**src/rtl/spi_regmap_pkg.sv**
```systemverilog
// Shared constants for the DSP core SPI register map and the master FSM encoding.
package spi_regmap_pkg;
    localparam int ADDR_W     = 7;
    localparam int DATA_W     = 24;
    localparam int FRAME_BITS = 32;
    localparam logic RW_READ  = 1'b1;

    localparam logic [ADDR_W-1:0] REG_CTRL          = 7'h00;
    localparam logic [ADDR_W-1:0] REG_FIR_SHIFT     = 7'h01;
    localparam logic [ADDR_W-1:0] REG_FIR_COEF_BASE = 7'h40;
    localparam logic [ADDR_W-1:0] REG_DEV_ID        = 7'h7F;

    localparam int CTRL_RESET_BIT = 0;
    localparam int CTRL_FLUSH_BIT = 1;

    typedef enum logic [2:0] {
        ST_IDLE  = 3'd0,
        ST_SETUP = 3'd1,
        ST_SHIFT = 3'd2,
        ST_HOLD  = 3'd3,
        ST_GAP   = 3'd4
    } spi_state_e;

    function automatic logic [FRAME_BITS-1:0] make_frame(
        input logic              rw,
        input logic [ADDR_W-1:0] addr,
        input logic [DATA_W-1:0] data
    );
        return {rw, addr, data};
    endfunction
endpackage

```
**src/rtl/spi_sck_gen.sv**
```systemverilog
// SCK generator: half-period counter, SCK toggle and edge/sample strobes.
module spi_sck_gen #(
    parameter int CLK_DIV = 4
) (
    input  logic clk,
    input  logic rst_n,
    input  logic en,
    output logic sck,
    output logic rise_tick,
    output logic fall_tick,
    output logic sample_tick
);
    localparam int HC_W = $clog2(CLK_DIV);
    localparam logic [HC_W-1:0] HC_ZERO = HC_W'(32'd0);
    localparam logic [HC_W-1:0] HC_ONE  = HC_W'(32'd1);
    localparam logic [HC_W-1:0] HC_LAST = HC_W'(CLK_DIV - 1);

    logic [HC_W-1:0] hcnt_r;
    logic            sck_r;
    logic            wrap_s;

    assign wrap_s = en && (hcnt_r == HC_LAST);

    // Half-period counter; SCK is forced low whenever the generator is disabled
    always_ff @(posedge clk or negedge rst_n) begin
        if (!rst_n) begin
            hcnt_r <= HC_ZERO;
            sck_r  <= 1'b0;
        end else if (!en) begin
            hcnt_r <= HC_ZERO;
            sck_r  <= 1'b0;
        end else if (wrap_s) begin
            hcnt_r <= HC_ZERO;
            sck_r  <= ~sck_r;
        end else begin
            hcnt_r <= hcnt_r + HC_ONE;
            sck_r  <= sck_r;
        end
    end

    // Strobes mark the cycle before the edge, so the last high cycle doubles as the sample point
    assign sck         = sck_r;
    assign rise_tick   = wrap_s && !sck_r;
    assign fall_tick   = wrap_s && sck_r;
    assign sample_tick = wrap_s && sck_r;
endmodule

```
**src/rtl/soft_spi_master.sv**
```systemverilog
// Mode-0 SPI initiator issuing one {rw, addr, data} 32-bit frame per start request.
module soft_spi_master
    import spi_regmap_pkg::*;
#(
    parameter int CLK_DIV  = 4,
    parameter int CS_SETUP = 2,
    parameter int CS_HOLD  = 2,
    parameter int CS_IDLE  = 4
) (
    input  logic              clk,
    input  logic              rst_n,
    input  logic              start,
    input  logic              rw,
    input  logic [ADDR_W-1:0] addr,
    input  logic [DATA_W-1:0] wdata,
    output logic              busy,
    output logic              done,
    output logic [DATA_W-1:0] rdata,
    output logic              sck,
    output logic              ncs,
    output logic              mosi,
    input  logic              miso
);
    if (CLK_DIV < 3) begin : g_clk_div_check
        $error("soft_spi_master: CLK_DIV must be at least 3");
    end

    localparam int CNT_W = 16;
    localparam logic [CNT_W-1:0] CNT_ONE    = CNT_W'(32'd1);
    localparam logic [CNT_W-1:0] SETUP_LAST = CNT_W'(CS_SETUP - 1);
    localparam logic [CNT_W-1:0] HOLD_LAST  = CNT_W'(CS_HOLD - 1);
    localparam logic [CNT_W-1:0] IDLE_LAST  = CNT_W'(CS_IDLE - 1);
    localparam logic [4:0] BIT_FIRST = 5'(FRAME_BITS - 1);
    localparam logic [4:0] DATA_BITS = 5'(DATA_W);

    spi_state_e            state_r, state_nx_s;
    logic [CNT_W-1:0]      cnt_r;
    logic [4:0]            bit_cnt_r;
    logic [FRAME_BITS-1:0] tx_sr_r;
    logic [DATA_W-1:0]     rx_sr_r, rdata_r;
    logic                  miso_meta_r, miso_sync_r;
    logic                  ncs_r, busy_r, done_r, mosi_r;
    logic                  sck_s, rise_tick_s, fall_tick_s, sample_tick_s;
    logic                  accept_s, shift_s, done_set_s, rise_unused_s;

    spi_sck_gen #(.CLK_DIV(CLK_DIV)) u_sck_gen (
        .clk         (clk),
        .rst_n       (rst_n),
        .en          (state_r == ST_SHIFT),
        .sck         (sck_s),
        .rise_tick   (rise_tick_s),
        .fall_tick   (fall_tick_s),
        .sample_tick (sample_tick_s)
    );

    assign rise_unused_s = rise_tick_s;
    assign accept_s   = start && (state_r == ST_IDLE);
    assign shift_s    = (state_r == ST_SHIFT) && fall_tick_s && (bit_cnt_r != 5'd0);
    assign done_set_s = (state_r == ST_HOLD) && (state_nx_s == ST_GAP);

    // Next-state logic; the bit counter holds at 0 so the 32nd falling edge ends SHIFT
    always_comb begin
        state_nx_s = state_r;
        case (state_r)
            ST_IDLE:  if (start) state_nx_s = ST_SETUP; else state_nx_s = ST_IDLE;
            ST_SETUP: if (cnt_r == SETUP_LAST) state_nx_s = ST_SHIFT; else state_nx_s = ST_SETUP;
            ST_SHIFT: if (fall_tick_s && (bit_cnt_r == 5'd0)) state_nx_s = ST_HOLD; else state_nx_s = ST_SHIFT;
            ST_HOLD:  if (cnt_r == HOLD_LAST) state_nx_s = ST_GAP; else state_nx_s = ST_HOLD;
            ST_GAP:   if (cnt_r == IDLE_LAST) state_nx_s = ST_IDLE; else state_nx_s = ST_GAP;
            default:  state_nx_s = ST_IDLE;
        endcase
    end

    // State register and per-state cycle counter
    always_ff @(posedge clk or negedge rst_n) begin
        if (!rst_n) begin
            state_r <= ST_IDLE;
            cnt_r   <= {CNT_W{1'b0}};
        end else begin
            state_r <= state_nx_s;
            if (state_nx_s != state_r) cnt_r <= {CNT_W{1'b0}};
            else                       cnt_r <= cnt_r + CNT_ONE;
        end
    end

    // Transmit shift register, bit counter and MOSI; MOSI only moves on SCK falls
    always_ff @(posedge clk or negedge rst_n) begin
        if (!rst_n) begin
            bit_cnt_r <= 5'd0;
            tx_sr_r   <= {FRAME_BITS{1'b0}};
            mosi_r    <= 1'b0;
        end else if (accept_s) begin
            bit_cnt_r <= BIT_FIRST;
            tx_sr_r   <= make_frame(rw, addr, wdata);
            mosi_r    <= rw;
        end else if (shift_s) begin
            bit_cnt_r <= bit_cnt_r - 5'd1;
            tx_sr_r   <= {tx_sr_r[FRAME_BITS-2:0], 1'b0};
            mosi_r    <= tx_sr_r[FRAME_BITS-2];
        end else if (done_set_s) begin
            mosi_r    <= 1'b0;
        end else begin
            mosi_r    <= mosi_r;
        end
    end

    // MISO synchroniser and data-phase capture
    always_ff @(posedge clk or negedge rst_n) begin
        if (!rst_n) begin
            miso_meta_r <= 1'b0;
            miso_sync_r <= 1'b0;
            rx_sr_r     <= {DATA_W{1'b0}};
        end else begin
            miso_meta_r <= miso;
            miso_sync_r <= miso_meta_r;
            if (accept_s)
                rx_sr_r <= {DATA_W{1'b0}};
            else if ((state_r == ST_SHIFT) && sample_tick_s && (bit_cnt_r < DATA_BITS))
                rx_sr_r <= {rx_sr_r[DATA_W-2:0], miso_sync_r};
            else
                rx_sr_r <= rx_sr_r;
        end
    end

    // Registered status outputs decoded from the next state
    always_ff @(posedge clk or negedge rst_n) begin
        if (!rst_n) begin
            ncs_r   <= 1'b1;
            busy_r  <= 1'b0;
            done_r  <= 1'b0;
            rdata_r <= {DATA_W{1'b0}};
        end else begin
            ncs_r  <= (state_nx_s == ST_IDLE) || (state_nx_s == ST_GAP);
            busy_r <= (state_nx_s != ST_IDLE);
            done_r <= done_set_s;
            if (done_set_s) rdata_r <= rx_sr_r;
            else            rdata_r <= rdata_r;
        end
    end

    assign sck   = sck_s;
    assign ncs   = ncs_r;
    assign mosi  = mosi_r;
    assign busy  = busy_r;
    assign done  = done_r;
    assign rdata = rdata_r;
endmodule

```
**config.mk**
```make
export PLATFORM = sky130hd
export DESIGN_NAME = soft_spi_master
export DESIGN_NICKNAME = d
export VERILOG_FILES = /design/src/rtl/spi_regmap_pkg.sv /design/src/rtl/spi_sck_gen.sv /design/src/rtl/soft_spi_master.sv
export SDC_FILE = /design/constraint.sdc
export NUM_CORES = 1
export LEC_CHECK = 0
export ABC_AREA = 1
export CAP_MARGIN = 20
export CORE_ASPECT_RATIO = 0.7
export CORE_MARGIN = 4
export CORE_UTILIZATION = 50
export CTS_CLUSTER_SIZE = 24
export DETAILED_ROUTE_END_ITERATION = 12
export MAX_ROUTING_LAYER = met4
export PLACE_DENSITY = 0.73
export SYNTH_ARGS = -nofsm -noshare
export SYNTH_HDL_FRONTEND = slang
export SYNTH_SLANG_ARGS = --single-unit
```
**constraint.sdc**
```tcl
create_clock -name clk -period 3.6 [get_ports clk]
set_input_delay 0.9 -clock clk [delete_from_list [all_inputs] [get_ports clk]]
set_output_delay 0.9 -clock clk [all_outputs]
set_load 0.02 [all_outputs]
```
# ---- Word-level counts from Yosys, hierarchy flattened
# Cells that the tools add are included.
dict set report op_classes {
  n_addsub 3
  magnitude_cmp 1
  n_eq_ne 10
  n_mux 20
  n_bitwise 1
  reduce_logical 17
}
# operator count
set op_table {}
lappend op_table {{31-bit 2-to-1 mux} 2}
lappend op_table {{24-bit 2-to-1 mux} 2}
lappend op_table {{16-bit by 1-bit adder with 16-bit output (second input constant)} 1}
lappend op_table {{16-bit by 1-bit equality test with 1-bit output (second input constant)} 1}
lappend op_table {{16-bit by 2-bit equality test with 1-bit output (second input constant)} 1}
lappend op_table {{16-bit 2-to-1 mux} 1}
lappend op_table {{3-bit one-hot mux with 5 select lines} 1}
lappend op_table {{5-bit 2-to-1 mux} 2}
lappend op_table {{1-bit logical AND} 8}
lappend op_table {{1-bit 2-to-1 mux} 7}
lappend op_table {{3-bit by 2-bit equality test with 1-bit output (second input constant)} 2}
lappend op_table {{3-bit equality test (second input constant)} 2}
lappend op_table {{3-bit zero test} 2}
lappend op_table {{2-bit 2-to-1 mux} 3}
lappend op_table {{3-bit 2-to-1 mux} 2}
lappend op_table {{3-bit nonzero test} 2}
lappend op_table {{5-bit zero test} 1}
lappend op_table {{5-bit < comparator (second input constant)} 1}
lappend op_table {{5-bit nonzero test} 1}
lappend op_table {{5-bit by 1-bit subtractor with 5-bit output (second input constant)} 1}
lappend op_table {{2-bit nonzero test} 2}
lappend op_table {{3-bit by 1-bit equality test with 1-bit output (second input constant)} 1}
lappend op_table {{3-bit != test} 1}
lappend op_table {{2-bit by 1-bit adder with 2-bit output (second input constant)} 1}
lappend op_table {{4 further kinds} 4}
dict set report word_totals {
  register_bits 112
  output_inout_bits 29
  word_cells 66
}

# ---- Depth between registers and ports, before layout
dict set report depth {
  depth_word 11
  ltp_mapped 11
}

# ---- Cells and area by module
# From an unflattened synthesis, not the netlist that was laid out.
dict set report unflattened {
  hier_cells 567
  area_unflattened_um2 5021.1
}
# mod n_inst cells_each area_per_inst_um2
set modules_own_cells {}
lappend modules_own_cells {soft_spi_master 1 550 4878.4}
lappend modules_own_cells {spi_sck_gen 1 17 142.6}

# ---- Least setup slack after synthesis
# OpenSTA, ideal clock, no wires.
dict set report synth_timing {
  kind {in2reg}
  start {input port start}
  end {register tx_sr_r[27]}
  arrival_ns 1.648
  required_ns 3.473
  path_slack_ns 1.825
  cell_stages 6
  n_path_buf 2
  path_cell_list {nand4_2 > inv_2 > buf_2 > buf_2 > a22oi_1 > o21ai_1}
}
dict set report synth_between {
  elab_chain_cells 2
  word_cells_on_any_way 3
  classes_between {mux: 1; reduce/logical: 2}
}
# item line_no
set synth_rtl {}
lappend synth_rtl {{start, declared} soft_spi_master.sv:12} ;# input logic start,
lappend synth_rtl {{1-bit logical AND (*)} soft_spi_master.sv:57} ;# assign accept_s = start && (state_r == ST_IDLE);
lappend synth_rtl {{31-bit 2-to-1 mux / 2-bit nonzero test (equally long branches)} -}
lappend synth_rtl {{end signal, assigned} soft_spi_master.sv:90} ;# tx_sr_r <= {FRAME_BITS{1'b0}};
lappend synth_rtl {{end signal, assigned} soft_spi_master.sv:94} ;# tx_sr_r <= make_frame(rw, addr, wdata);
lappend synth_rtl {{end signal, assigned} soft_spi_master.sv:98} ;# tx_sr_r <= {tx_sr_r[FRAME_BITS-2:0], 1'b0};
lappend synth_rtl {{end, declared} soft_spi_master.sv:39} ;# logic [FRAME_BITS-1:0] tx_sr_r;
# Every way passes the cells marked *; elsewhere a longest branch is shown, timed or not.
# A chain may end at the register's enable or synchronous reset.

# ---- Worst setup path after layout
dict set report layout_timing {
  start {register bit_cnt_r[3]}
  end {register rx_sr_r[6]}
}
dict set report layout_between {
  elab_chain_cells 3
}
# item line_no
set layout_rtl {}
lappend layout_rtl {{start, declared} soft_spi_master.sv:38} ;# logic [4:0] bit_cnt_r;
lappend layout_rtl {{start signal, assigned} soft_spi_master.sv:97} ;# bit_cnt_r <= bit_cnt_r - 5'd1;
lappend layout_rtl {{5-bit < comparator} soft_spi_master.sv:118} ;# else if ((state_r == ST_SHIFT) && sample_tick_s && (bit_cnt_r < DATA_BITS))
lappend layout_rtl {{1-bit logical AND} soft_spi_master.sv:118}
lappend layout_rtl {{2-bit nonzero test (no source line)} -}
lappend layout_rtl {{end signal, assigned} soft_spi_master.sv:117} ;# rx_sr_r <= {DATA_W{1'b0}};
lappend layout_rtl {{end signal, assigned} soft_spi_master.sv:119} ;# rx_sr_r <= {rx_sr_r[DATA_W-2:0], miso_sync_r};
lappend layout_rtl {{end signal, assigned} soft_spi_master.sv:121} ;# rx_sr_r <= rx_sr_r;
lappend layout_rtl {{end, declared} soft_spi_master.sv:40} ;# logic [DATA_W-1:0] rx_sr_r, rdata_r;
# Every way passes these cells.

==> impl_metrics.toml <==
[global_routing]
groute.usage.overall_pct = 17.4
grt_pass1_wl_um = 16100
grt_pass1_vias = 3424
grt_max_degree = 113
global_route.overflow_total = 0
grt_antenna_before_repair = 0

[power]
comb_power_share_pct = 2.9
power_frac_seq_pct = 52.8
p_leak_uw = 0.00268
intPower_uw = 1910
peakVddDrop_uv = 235
totalPowerFinal_uw = 2390
switching_power_uw = 481
share_clk_of_total_power_pct = 44.4
sw_frac_of_total_pct = 20.1
power_per_cell_area_nw_per_um2 = 398

[synthesis]
ys_seq_elements = 112
synth_top_area_share_pct = 55.6
netlist_instances = 527
seq_area_frac_synth_pct = 56.1
ys_top_cells_by_area = "sky130_fd_sc_hd__dfrtp_1, sky130_fd_sc_hd__o21ai_1, sky130_fd_sc_hd__nand2_1"
synthAdderAreaFrac_pct = 1.25
synth_top_family_by_area = "simple AND/OR/NAND/NOR gates"
synthDominantAreaCellType = "sky130_fd_sc_hd__dfrtp_1"
synthesis.area_um2 = 5000
synth-xor-area-share_pct = 2.63
synthSimpleGateAreaFrac_pct = 17.2
synth_area_in_compound_gates_pct = 14.0
postSynthAreaPerCell_um2 = 9.48
synthMuxAreaShare_pct = 0
yosysWarningCount = 0
mappedNetlistNets = 568
synth.lib_cells_used.distinct = 36

[placed_design]
port_bufs = 64
placed_cells = 700
dp_hpwl_um = 6300
placed_area_um2 = 5700
place_congestion = 0.873

[floorplanning]
die_h_um = 91.6
initial_core_utilization_pct = 51.4
design.die.area_um2 = 11700
pin_count = 65
dieWidth_um = 127
floorplan.core_area_um2 = 9720
num_rows = 30

[critical_path]
timing.critical_path.slowest_cell_delay_ns = 0.80
crit_path_start_kind = "flip-flop"
worstPathRequired_ns = 3.80
worstPathArrival_ns = 2.68
worstSetupEndpointType = "flip-flop"
critical-path-slowest-cell = "sky130_fd_sc_hd__o21ai_2"
timing.critical_path.buf_inv = 1
critical_path.cell_chain = "inv_1, o21ai_2, nand2_1, nand3_1, o21ai_1"
critical_path_peak_fanout = 25
criticalPathCategory = "flip-flop to flip-flop"
cp_top_family = "simple AND/OR/NAND/NOR gates"

[clock_network]
cts.clk_slew.worst_paths_ns = 0.07
hold_buffers = 0
htree_num_levels = 3
cts_made_buffers = 9
cts_sinks = 112
clock_path_buffers = 2
ctsRootBufferMaster = "sky130_fd_sc_hd__clkbuf_16"
cts_repair_resize_count = 0
clock_latency_ns = 0.35
cts_setup_buffers = 0
cts_tree = "built"

[timing]
setup_viol = 0
max_slew_headroom_pct = 32.0
final.period_utilization_pct = 68.7
setup_tns_final_ns = 0
fin_hold_ws_ns = 0.346
clock_skew_ns = 0.00706
max_freq_mhz = 404
timing_max_transition_violations_final = 0
rsz0062_at_grt = "no"
timing_hold_violations_final = 0
period_needed_ns = 2.47
worstMarginPinSlew_ns = 1.02

[layout]
final_area_um2 = 6010
fin_nets = 624
diodes = 0
area.growth.synth_to_final_pct = 20.4
layoutNonFillerInstCount = 715
post_route_cells_drive_above_1_share_pct = 8.35

[outcome]
outcome = "complete, no violations"

[routing]
route.antenna.remaining_nets = 0
post-route-drc-count = 0
wirelength_um = 9520
routed_via_count_divided_by_cell_count = 5.05
wire_per_inst_um = 13.3
first_iter_violations = 275
detailroute.via_count = 3613
drt_pre_antenna_iters = 4

[flow_run]
count_of_max_cap_constraint_violations = 0

[worst_hold_path]
hp-class = "flip-flop to flip-flop"
-- cells in the mapped netlist (all sizes together) --
cell,count
ha,5
dfrtp,111
o22ai,16
xor2,12
inv,73
o31ai,2
nand3,19
nor2,71
nand2,74
clkinv,1
dfstp,1
buf,21
o21ai,68
nor3,5
o211ai,1
nand4,7
nand3b,1
xnor2,3
a22oi,30
a21oi,2
clkbuf,3
nor3b,1
-- power groups by stage --
stage	clock network [uW]	registers (uW)	logic, uW
2_1_floorplan	0	1290	3.88
3_3_place_gp	0	1290	71.1
3_5_place_dp	0	1290	71.5
4_1_cts	1090	1260	71.5
5_1_grt	1140	1260	76.5
6_report	1060	1260	68.9
-- cell type report --
type / instances / area [um^2]
clock buffer: 10 / 229
multi-input combinational: 317 / 1750
inverter: 74 / 279
tap: 128 / 160
sequential: 112 / 2800
clock inverter: 5 / 88.8
timing repair buffer: 69 / 701
fill: 815 / 3710
-- worst register-to-register path: cells and delay by family (launching register included) --
kind                   cells  cell delay (ns)
and+or+nand+nor            2             1.01
AOI/OAI and AO/OA          2             0.89
DFF                        1             0.37
buffers and inverters      1             0.07
-- placed cells by master (no fill, tap or decap), types with 2 or more instances in the layout --
cell                                n
sky130_fd_sc_hd__clkdlybuf4s50_1   63
sky130_fd_sc_hd__nand4_1            6
sky130_fd_sc_hd__a22oi_1           30
sky130_fd_sc_hd__nor2_1            58
sky130_fd_sc_hd__nor3_1             4
sky130_fd_sc_hd__nand2_1           70
sky130_fd_sc_hd__buf_4              4
sky130_fd_sc_hd__inv_2              4
sky130_fd_sc_hd__bufinv_16          2
sky130_fd_sc_hd__o21ai_0            5
sky130_fd_sc_hd__dfrtp_1          111
sky130_fd_sc_hd__o22ai_1           16
sky130_fd_sc_hd__nor2_4            12
sky130_fd_sc_hd__xnor2_1            3
sky130_fd_sc_hd__clkbuf_16          9
sky130_fd_sc_hd__xor2_1            12
sky130_fd_sc_hd__a21oi_1            2
sky130_fd_sc_hd__o21ai_1           62
sky130_fd_sc_hd__nand3_1           16
sky130_fd_sc_hd__ha_1               5
sky130_fd_sc_hd__nand3_2            3
sky130_fd_sc_hd__buf_12             2
sky130_fd_sc_hd__nand2_2            3
sky130_fd_sc_hd__o31ai_1            2
sky130_fd_sc_hd__inv_1             69
-- logic make-up (layout without fill, tap and decap cells) --
| family | Yosys count | after routing |
|---|---|---|
| and+or+nand+nor | 178 | 178 |
| AOI/OAI and AO/OA | 119 | 119 |
| DFF | 112 | 112 |
| buffers and inverters | 98 | 158 |
| xor gates and xnor gates | 15 | 15 |
| adders and majority gates | 5 | 5 |
-- sequential cells by signal (all words and copies together), names as in the netlist, 2 cells and up --
register          flops
tx_sr_r              31
u_sck_gen.hcnt_r      2
cnt_r                16
rdata                24
rx_sr_r              24
bit_cnt_r             5
state_r               3
-- layer usage --
metal / global-route usage, % / vias to the layer above / part of all wire [%]
li1: - / 1837 / -
met1: 24.0 / 1703 / 50
met2: 25.7 / 61 / 44
met3: 4.71 / 12 / 5.0
met4: 4.82 / 0 / 1.3
met5: - / - / 0
-- through the flow --
step / worst slack, ns / util [%]
floorplan: 1.83 / -
global placement: 0.890 / 58.6
detailed placement: 0.849 / 58.6
CTS: 1.12 / 61.9
global route: 0.913 / 61.9
finish: 1.13 / 61.9
-- final timing paths --
path                              startpoint           to  slack, ns  cells past startpoint
worst max register to register  bit_cnt_r[3]   rx_sr_r[6]       1.13                      5
min in group asynchronous              rst_n    rdata[16]       0.59                      2
max in group asynchronous              rst_n  tx_sr_r[12]       2.53                      2
worst min-delay path             miso_meta_r  miso_sync_r       0.35                      0
worst max-delay path            bit_cnt_r[3]   rx_sr_r[6]       1.13                      5
worst min register to register   miso_meta_r  miso_sync_r       0.35                      0
Note: power is estimated with default switching activity, not from simulation.
